==> src/rtl/cbd_poly_scheduler_if.sv <==
// Bundle between the Kyber control FSM, the CBD poly scheduler and the
// small-polynomial generator. The scheduler uses the slave view. The master
// view is what the controller and generator together present to it.
interface cbd_poly_scheduler_if;
  // job request side
  logic         start;
  logic         mode;
  logic [255:0] seed;
  logic [7:0]   base_offset;
  logic         busy;
  logic         done;
  logic         error;

  // generator side; gen_M carries seed in its leading 256 bits, nonce in the trailing byte
  logic         gen_rst;
  logic         gen_active;
  logic [263:0] gen_M;
  logic [1:0]   gen_n_num;
  logic [7:0]   gen_offset;
  logic         gen_enw;

  modport master (
    output start, mode, seed, base_offset, gen_enw,
    input  busy, done, error, gen_rst, gen_active, gen_M, gen_n_num, gen_offset
  );

  modport slave (
    input  start, mode, seed, base_offset, gen_enw,
    output busy, done, error, gen_rst, gen_active, gen_M, gen_n_num, gen_offset
  );
endinterface

==> src/rtl/cbd_poly_scheduler.sv <==
// Walks the CBD small-polynomial generator through one noise-vector job:
// KEYGEN = s[0..K-1], e[0..K-1]; ENCRYPT = r[0..K-1], e1[0..K-1], e2.
// All outputs are registered from the next-state decode.
//
// state  | meaning
// -------+----------------------------------------------------------
// IDLE   | generator held in reset, waiting for start
// ARM    | PRF input / eta / offset presented, counters cleared
// FIRE   | generator released and activated
// WAIT   | counting RAM writes, watchdog running
// NEXT   | generator re-armed, advance nonce and poly index
// DONE   | one-cycle done pulse
// ERR    | watchdog expired, sticky error raised
module cbd_poly_scheduler #(
  parameter int K          = 2,
  parameter int POLY_WORDS = 32,
  parameter int TIMEOUT    = 4095
) (
  input  logic                 clk,
  input  logic                 rst,
  cbd_poly_scheduler_if.slave  bus
);

  localparam int PW  = $clog2(2 * K + 2);
  localparam int WCW = $clog2(POLY_WORDS + 1);

  localparam logic [PW-1:0]  NP_KEYGEN  = PW'(2 * K);
  localparam logic [PW-1:0]  NP_ENCRYPT = PW'(2 * K + 1);
  localparam logic [PW-1:0]  K_P        = PW'(K);
  localparam logic [WCW-1:0] WLAST      = WCW'(POLY_WORDS - 1);
  localparam logic [11:0]    WDOG_LOAD  = 12'(TIMEOUT);
  localparam logic [7:0]     OFF_STEP   = 8'(POLY_WORDS);

  typedef enum logic [2:0] {
    S_IDLE, S_ARM, S_FIRE, S_WAIT, S_NEXT, S_DONE, S_ERR
  } state_t;

  state_t         state, state_nxt;
  logic           mode_q, mode_nxt;
  logic [PW-1:0]  p_q, p_nxt, p_inc, np;
  logic [7:0]     nonce_q, nonce_nxt;
  logic [WCW-1:0] wcnt_q, wcnt_nxt;
  logic [11:0]    wdog_q, wdog_nxt;   // cycles left before the watchdog fires
  logic           last_word;

  logic           busy_nxt, done_nxt, error_nxt, gen_rst_nxt, gen_active_nxt;
  logic [263:0]   gen_m_nxt;
  logic [1:0]     n_num_nxt;
  logic [7:0]     offset_nxt;

  assign p_inc     = p_q + PW'(1);
  assign np        = mode_q ? NP_ENCRYPT : NP_KEYGEN;
  assign last_word = bus.gen_enw && (wcnt_q == WLAST);

  // next-state, counters and output decode
  always_comb begin
    state_nxt  = state;
    mode_nxt   = mode_q;
    p_nxt      = p_q;
    nonce_nxt  = nonce_q;
    wcnt_nxt   = wcnt_q;
    wdog_nxt   = wdog_q;
    error_nxt  = bus.error;
    gen_m_nxt  = bus.gen_M;
    n_num_nxt  = bus.gen_n_num;
    offset_nxt = bus.gen_offset;

    case (state)
      S_IDLE: begin
        if (bus.start) begin
          mode_nxt   = bus.mode;
          p_nxt      = '0;
          nonce_nxt  = 8'd0;
          error_nxt  = 1'b0;
          gen_m_nxt  = {bus.seed, 8'd0};
          n_num_nxt  = 2'd1;
          offset_nxt = bus.base_offset;
          state_nxt  = S_ARM;
        end
      end
      S_ARM: begin
        wcnt_nxt  = '0;
        wdog_nxt  = WDOG_LOAD;
        state_nxt = S_FIRE;
      end
      S_FIRE: state_nxt = S_WAIT;
      S_WAIT: begin
        if (bus.gen_enw) wcnt_nxt = wcnt_q + WCW'(1);
        if (wdog_q != 12'd0) wdog_nxt = wdog_q - 12'd1;
        // completion has priority over a watchdog expiring in the same cycle
        if (last_word) begin
          state_nxt = S_NEXT;
        end else if (wdog_q == 12'd0) begin
          error_nxt = 1'b1;
          state_nxt = S_ERR;
        end
      end
      S_NEXT: begin
        p_nxt     = p_inc;
        nonce_nxt = nonce_q + 8'd1;
        if (p_inc == np) begin
          state_nxt = S_DONE;
        end else begin
          gen_m_nxt  = {bus.gen_M[263:8], nonce_q + 8'd1};
          offset_nxt = bus.gen_offset + OFF_STEP;  // wraps mod 256
          n_num_nxt  = (mode_q && (p_inc >= K_P)) ? 2'd2 : 2'd1;
          state_nxt  = S_ARM;
        end
      end
      S_DONE:  state_nxt = S_IDLE;
      S_ERR:   state_nxt = S_IDLE;
      default: state_nxt = S_IDLE;
    endcase

    busy_nxt       = !(state_nxt inside {S_IDLE, S_ERR});
    done_nxt       = (state_nxt == S_DONE);
    gen_active_nxt = (state_nxt inside {S_FIRE, S_WAIT});
    gen_rst_nxt    = !gen_active_nxt;
  end

  // state, counters and registered outputs
  always_ff @(posedge clk or posedge rst) begin
    if (rst) begin
      state          <= S_IDLE;
      mode_q         <= 1'b0;
      p_q            <= '0;
      nonce_q        <= 8'd0;
      wcnt_q         <= '0;
      wdog_q         <= 12'd0;
      bus.busy       <= 1'b0;
      bus.done       <= 1'b0;
      bus.error      <= 1'b0;
      bus.gen_rst    <= 1'b1;
      bus.gen_active <= 1'b0;
      bus.gen_M      <= '0;
      bus.gen_n_num  <= 2'd1;
      bus.gen_offset <= 8'd0;
    end else begin
      state          <= state_nxt;
      mode_q         <= mode_nxt;
      p_q            <= p_nxt;
      nonce_q        <= nonce_nxt;
      wcnt_q         <= wcnt_nxt;
      wdog_q         <= wdog_nxt;
      bus.busy       <= busy_nxt;
      bus.done       <= done_nxt;
      bus.error      <= error_nxt;
      bus.gen_rst    <= gen_rst_nxt;
      bus.gen_active <= gen_active_nxt;
      bus.gen_M      <= gen_m_nxt;
      bus.gen_n_num  <= n_num_nxt;
      bus.gen_offset <= offset_nxt;
    end
  end

endmodule

==> src/flat_wrapper.sv <==
// flat-port wrapper written by rule: the top's interface ports become plain ports
module cbd_poly_scheduler_flat 
#(
  parameter int K          = 2,
  parameter int POLY_WORDS = 32,
  parameter int TIMEOUT    = 4095
)
  (clk, rst, bus_start, bus_mode, bus_seed, bus_base_offset, bus_gen_enw, bus_busy, bus_done, bus_error, bus_gen_rst, bus_gen_active, bus_gen_M, bus_gen_n_num, bus_gen_offset);
  cbd_poly_scheduler_if bus_i ();
  input  logic clk;
  input  logic rst;
  input wire logic [$bits(bus_i.start)-1:0] bus_start;
  input wire logic [$bits(bus_i.mode)-1:0] bus_mode;
  input wire logic [$bits(bus_i.seed)-1:0] bus_seed;
  input wire logic [$bits(bus_i.base_offset)-1:0] bus_base_offset;
  input wire logic [$bits(bus_i.gen_enw)-1:0] bus_gen_enw;
  output wire logic [$bits(bus_i.busy)-1:0] bus_busy;
  output wire logic [$bits(bus_i.done)-1:0] bus_done;
  output wire logic [$bits(bus_i.error)-1:0] bus_error;
  output wire logic [$bits(bus_i.gen_rst)-1:0] bus_gen_rst;
  output wire logic [$bits(bus_i.gen_active)-1:0] bus_gen_active;
  output wire logic [$bits(bus_i.gen_M)-1:0] bus_gen_M;
  output wire logic [$bits(bus_i.gen_n_num)-1:0] bus_gen_n_num;
  output wire logic [$bits(bus_i.gen_offset)-1:0] bus_gen_offset;
  assign bus_i.start = bus_start;
  assign bus_i.mode = bus_mode;
  assign bus_i.seed = bus_seed;
  assign bus_i.base_offset = bus_base_offset;
  assign bus_i.gen_enw = bus_gen_enw;
  assign bus_busy = bus_i.busy;
  assign bus_done = bus_i.done;
  assign bus_error = bus_i.error;
  assign bus_gen_rst = bus_i.gen_rst;
  assign bus_gen_active = bus_i.gen_active;
  assign bus_gen_M = bus_i.gen_M;
  assign bus_gen_n_num = bus_i.gen_n_num;
  assign bus_gen_offset = bus_i.gen_offset;
  cbd_poly_scheduler #(.K(K), .POLY_WORDS(POLY_WORDS), .TIMEOUT(TIMEOUT)) u_core (.clk(clk), .rst(rst), .bus(bus_i));
endmodule
==> config.mk <==
export PLATFORM = sky130hd
export DESIGN_NAME = cbd_poly_scheduler_flat
export DESIGN_NICKNAME = d
export VERILOG_FILES = /design/src/rtl/cbd_poly_scheduler_if.sv /design/src/rtl/cbd_poly_scheduler.sv /design/src/flat_wrapper.sv
export SDC_FILE = /design/constraint.sdc
export NUM_CORES = 1
export LEC_CHECK = 0
export BUFFER_PORTS_ARGS = -buffer_cell sky130_fd_sc_hd__clkbuf_2
export CORE_AREA = 2 2 215 217
export CTS_CLUSTER_DIAMETER = 30
export DETAILED_ROUTE_END_ITERATION = 10
export DIE_AREA = 0 0 217 219
export PLACE_DENSITY = 0.53
export SYNTH_ARGS = -nofsm -noshare
export SYNTH_HDL_FRONTEND = slang
export SYNTH_SLANG_ARGS = --single-unit
==> constraint.sdc <==
create_clock -name clk -period 14.61 [get_ports clk]
set_input_delay 2.922 -clock clk [delete_from_list [all_inputs] [get_ports clk]]
set_output_delay 2.922 -clock clk [all_outputs]
set_load 0.1 [all_outputs]
==> flow_metrics.py <==
metrics = {
    "global_routing": {
        "grt_pass1_vias": 9455,
        "overflow": 0,
        "antenna_found_initial": 2,
        "grt_pass1_wl_um": 53800,
        "grt_max_degree": 103,
        "grt_usage_pct": 14.6,
    },
    "cts": {
        "numCtsBuffers": 84,
        "path_clk_slew_ns": 0.04,
        "postCtsSetupBuffers": 0,
        "htree_num_levels": 3,
        "cts_hold_buf": 0,
        "clock_latency_ns": 0.59,
        "cts_root_buffer": "clkbuf_16",
        "cts_num_sinks": 312,
        "postCtsResizedCells": 0,
        "clockBufferDepth": 3,
        "cts_tree": "built",
    },
    "cells_and_area": {
        "nets": 1704,
        "mostFrequentLayoutCell": "clkbuf_2",
        "drive_above_1_share_pct": 65.7,
        "final_cell_mix": "clkbuf_2 (547), dfrtp_1 (310), mux2_2 (263)",
        "fillerInstances": 4302,
        "syn_to_final_growth_pct": 50.3,
    },
    "floorplanning": {
        "chipWidth_um": 217,
        "initial_core_util_pct": 27.4,
        "io_pins": 548,
        "coreArea_um2": 45100,
        "die_area_um2": 47500,
        "die_h_um": 219,
        "fp-row-count": 78,
    },
    "worst_setup_path": {
        "rrSetupSlack_ns": 11.24,
        "path_common_cell": "buf_4",
        "worstPathArrival_ns": 5.42,
        "reg2reg_depth": 4,
        "critical-path-max-stage-delay_ns": 0.94,
        "r2r-start": "u_core.state[1]$_DFF_PP0_",
        "crit_slowest_cell": "buf_4",
        "path_cells": "clkbuf_2 -> nor4b_4 -> buf_4 -> buf_4 -> mux2_2",
        "cp.required_ns": 15.08,
        "critPathMaxFanout": 84,
        "startpoint_type": "input pin",
        "worstSetupPathType": "in2reg",
        "worstReg2RegEnd": "u_core.bus.gen_M[83]$_DFFE_PP0P_",
        "crit_buf_inv": 3,
        "critical-path-top-delay-family": "buffers and inverters",
        "cp-end-kind": "flip-flop",
    },
    "logic_synthesis": {
        "synth_area_leaders": "dfrtp_1 (63%), mux2_2 (24%), buf_4 (1.6%), o21ai_0 (1.4%), nand2_1 (0.79%)",
        "ys_types": 53,
        "synth_top_area_cell": "dfrtp_1",
        "synthArstFlopShare_pct": 100,
        "synth-edff-count": 0,
        "synth_cells": 834,
        "synth_nets": 1109,
        "yosysWarnings": 0,
        "synth-seq-cells": 312,
        "synth_area_um2": 12400,
        "synth_top_area_share_pct": 62.7,
        "ys.flop_type": "dfrtp_1",
        "syn_area_per_cell_um2": 14.8,
        "yosysSeqAreaShare_pct": 63.1,
    },
    "route": {
        "dr.first_iter.drc_count": 383,
        "vias": 9117,
        "dr.pass1.iters": 4,
        "routedWlPerCell_um": 17.2,
        "drc": 0,
        "wl_um": 36100,
        "ant_nets": 0,
        "viasPerCell": 4.34,
    },
    "sta": {
        "hold_ws_ns": 0.500,
        "slew_viol_final": 0,
        "worst_slack_ns": 9.66,
        "setup_violations": 0,
        "hold_viol": 0,
        "max_freq_mhz": 202,
        "period_needed_ns": 4.95,
        "fin_skew_ns": 0.0228,
        "rsz0062_at_grt": "false",
        "setup_tns_ns": 0,
        "worst_slew_margin_rel_pct": 26.4,
        "finalCritPeriodShare_pct": 33.9,
        "worstMarginPinSlew_ns": 1.10,
    },
    "place": {
        "port_buffers": 547,
        "hpwl_um": 26200,
        "place_congestion": 0.807,
        "pre_cts_ws_ns": 9.07,
    },
    "run": {
        "maxCapViolations": 0,
    },
    "power": {
        "ir_drop_uv": 114,
        "power.density_nw_per_um2": 218,
        "power_mw": 4.06,
        "p_leak_nw": 9.05,
    },
    "worst_hold_path": {
        "hold_path_startpoint": "u_core.bus.gen_M[195]$_DFFE_PP0P_",
        "hold_end": "u_core.bus.gen_M[195]$_DFFE_PP0P_",
        "hold_path.class": "reg2reg",
        "hold_path_depth": 1,
    },
    "status": {
        "outcome": "complete, no violations",
    },
}
## where the power goes
part	switching, mW	leakage, nW	internal, mW	total [mW]
sequential	0.0924	3.75	0.997	1.09
combinational	0.909	3.85	0.199	1.11
clock	0.548	1.45	1.31	1.86
total	1.55	9.05	2.51	4.06
## stage by stage
| stage | area, um^2 | std cells | util [%] |
|---|---|---|---|
| 3_5_place_dp | 15700 | 1943 | 34.7 |
| 3_3_place_gp | 15700 | 1943 | 34.7 |
| 5_1_grt | 18600 | 2102 | 41.2 |
| 4_1_cts | 18600 | 2100 | 41.2 |
| 2_1_floorplan | 12400 | 834 | - |
| 6_report | 18600 | 2102 | 41.2 |
## cell families (layout without fill, tap and decap cells)
kind of cell	Yosys count	count (layout)	share of synthesized area [%]
multiplexers	267	267	24.3
XOR/XNOR	10	10	0.708
adder cells (fa/ha/maj)	6	6	0.607
flip-flops	312	312	63.1
AND/OR/NAND/NOR	99	99	4.47
buffers and inverters	58	724	2.75
other	0	2	0
AO/OA/AOI/OAI	82	82	4.10
## synth_stat cells (3+ instances only)
library cell,n
nand4_1,3
buf_4,26
o31ai_1,12
nor3b_1,3
nor2b_1,4
and3_1,3
nor3_1,9
buf_2,8
nand2b_1,3
nor4_1,4
xnor2_1,5
mux2_2,263
clkbuf_1,12
a31oi_1,3
and4_1,3
inv_1,10
dfrtp_1,310
xor2_1,5
o21ai_0,35
mux2i_1,4
a21oi_1,12
ha_1,6
nor2_1,18
nand3_1,10
nand2_1,26
## flip-flops by register name, indices dropped and copies added, names as in the netlist
register / flops
u_core.nonce_q: 8
u_core.p_q: 3
u_core.bus.gen_n_num: 2
u_core.state: 3
u_core.bus.gen_active: 1
u_core.bus.done: 1
u_core.bus.gen_offset: 8
u_core.wdog_q: 12
u_core.bus.error: 1
u_core.bus.gen_rst: 1
u_core.mode_q: 1
u_core.wcnt_q: 6
u_core.bus.busy: 1
u_core.bus.gen_M: 264
## metal layers
metal | global-route usage (%) | up-vias | share of wire, %
li1 | - | 4231 | -
met1 | 16.6 | 4480 | 39
met2 | 24.4 | 371 | 50
met3 | 5.71 | 35 | 8.4
met4 | 6.39 | 0 | 2.1
met5 | 0 | - | 0
## worst max path at each step
stage / cells after the start / slack (ns) / from / end
floorplan: 1 / 3.06 / rst / u_core.bus.busy$_DFF_PP0_
global placement: 5 / 9.12 / bus_start / u_core.bus.gen_M[101]$_DFFE_PP0P_
detailed placement: 5 / 9.07 / bus_start / u_core.bus.gen_M[83]$_DFFE_PP0P_
CTS: 5 / 9.71 / bus_start / u_core.bus.gen_M[83]$_DFFE_PP0P_
global route: 4 / 9.48 / rst / u_core.bus.gen_M[200]$_DFFE_PP0P_
finish: 5 / 9.66 / bus_start / u_core.bus.gen_M[83]$_DFFE_PP0P_
## cell type report
class,instances,area [um^2],share of cell area (%)
Multi-Input combinational cell,464,4230,22.8
Antenna cell,2,5.00,0.0269
Tap cell,600,751,4.04
Clock buffer,108,2400,12.9
Clock inverter,49,536,2.88
Inverter,10,45.0,0.242
Sequential cell,312,7810,42.0
Timing Repair Buffer,557,2810,15.1
No activity file was read; power rests on OpenSTA's default activity.
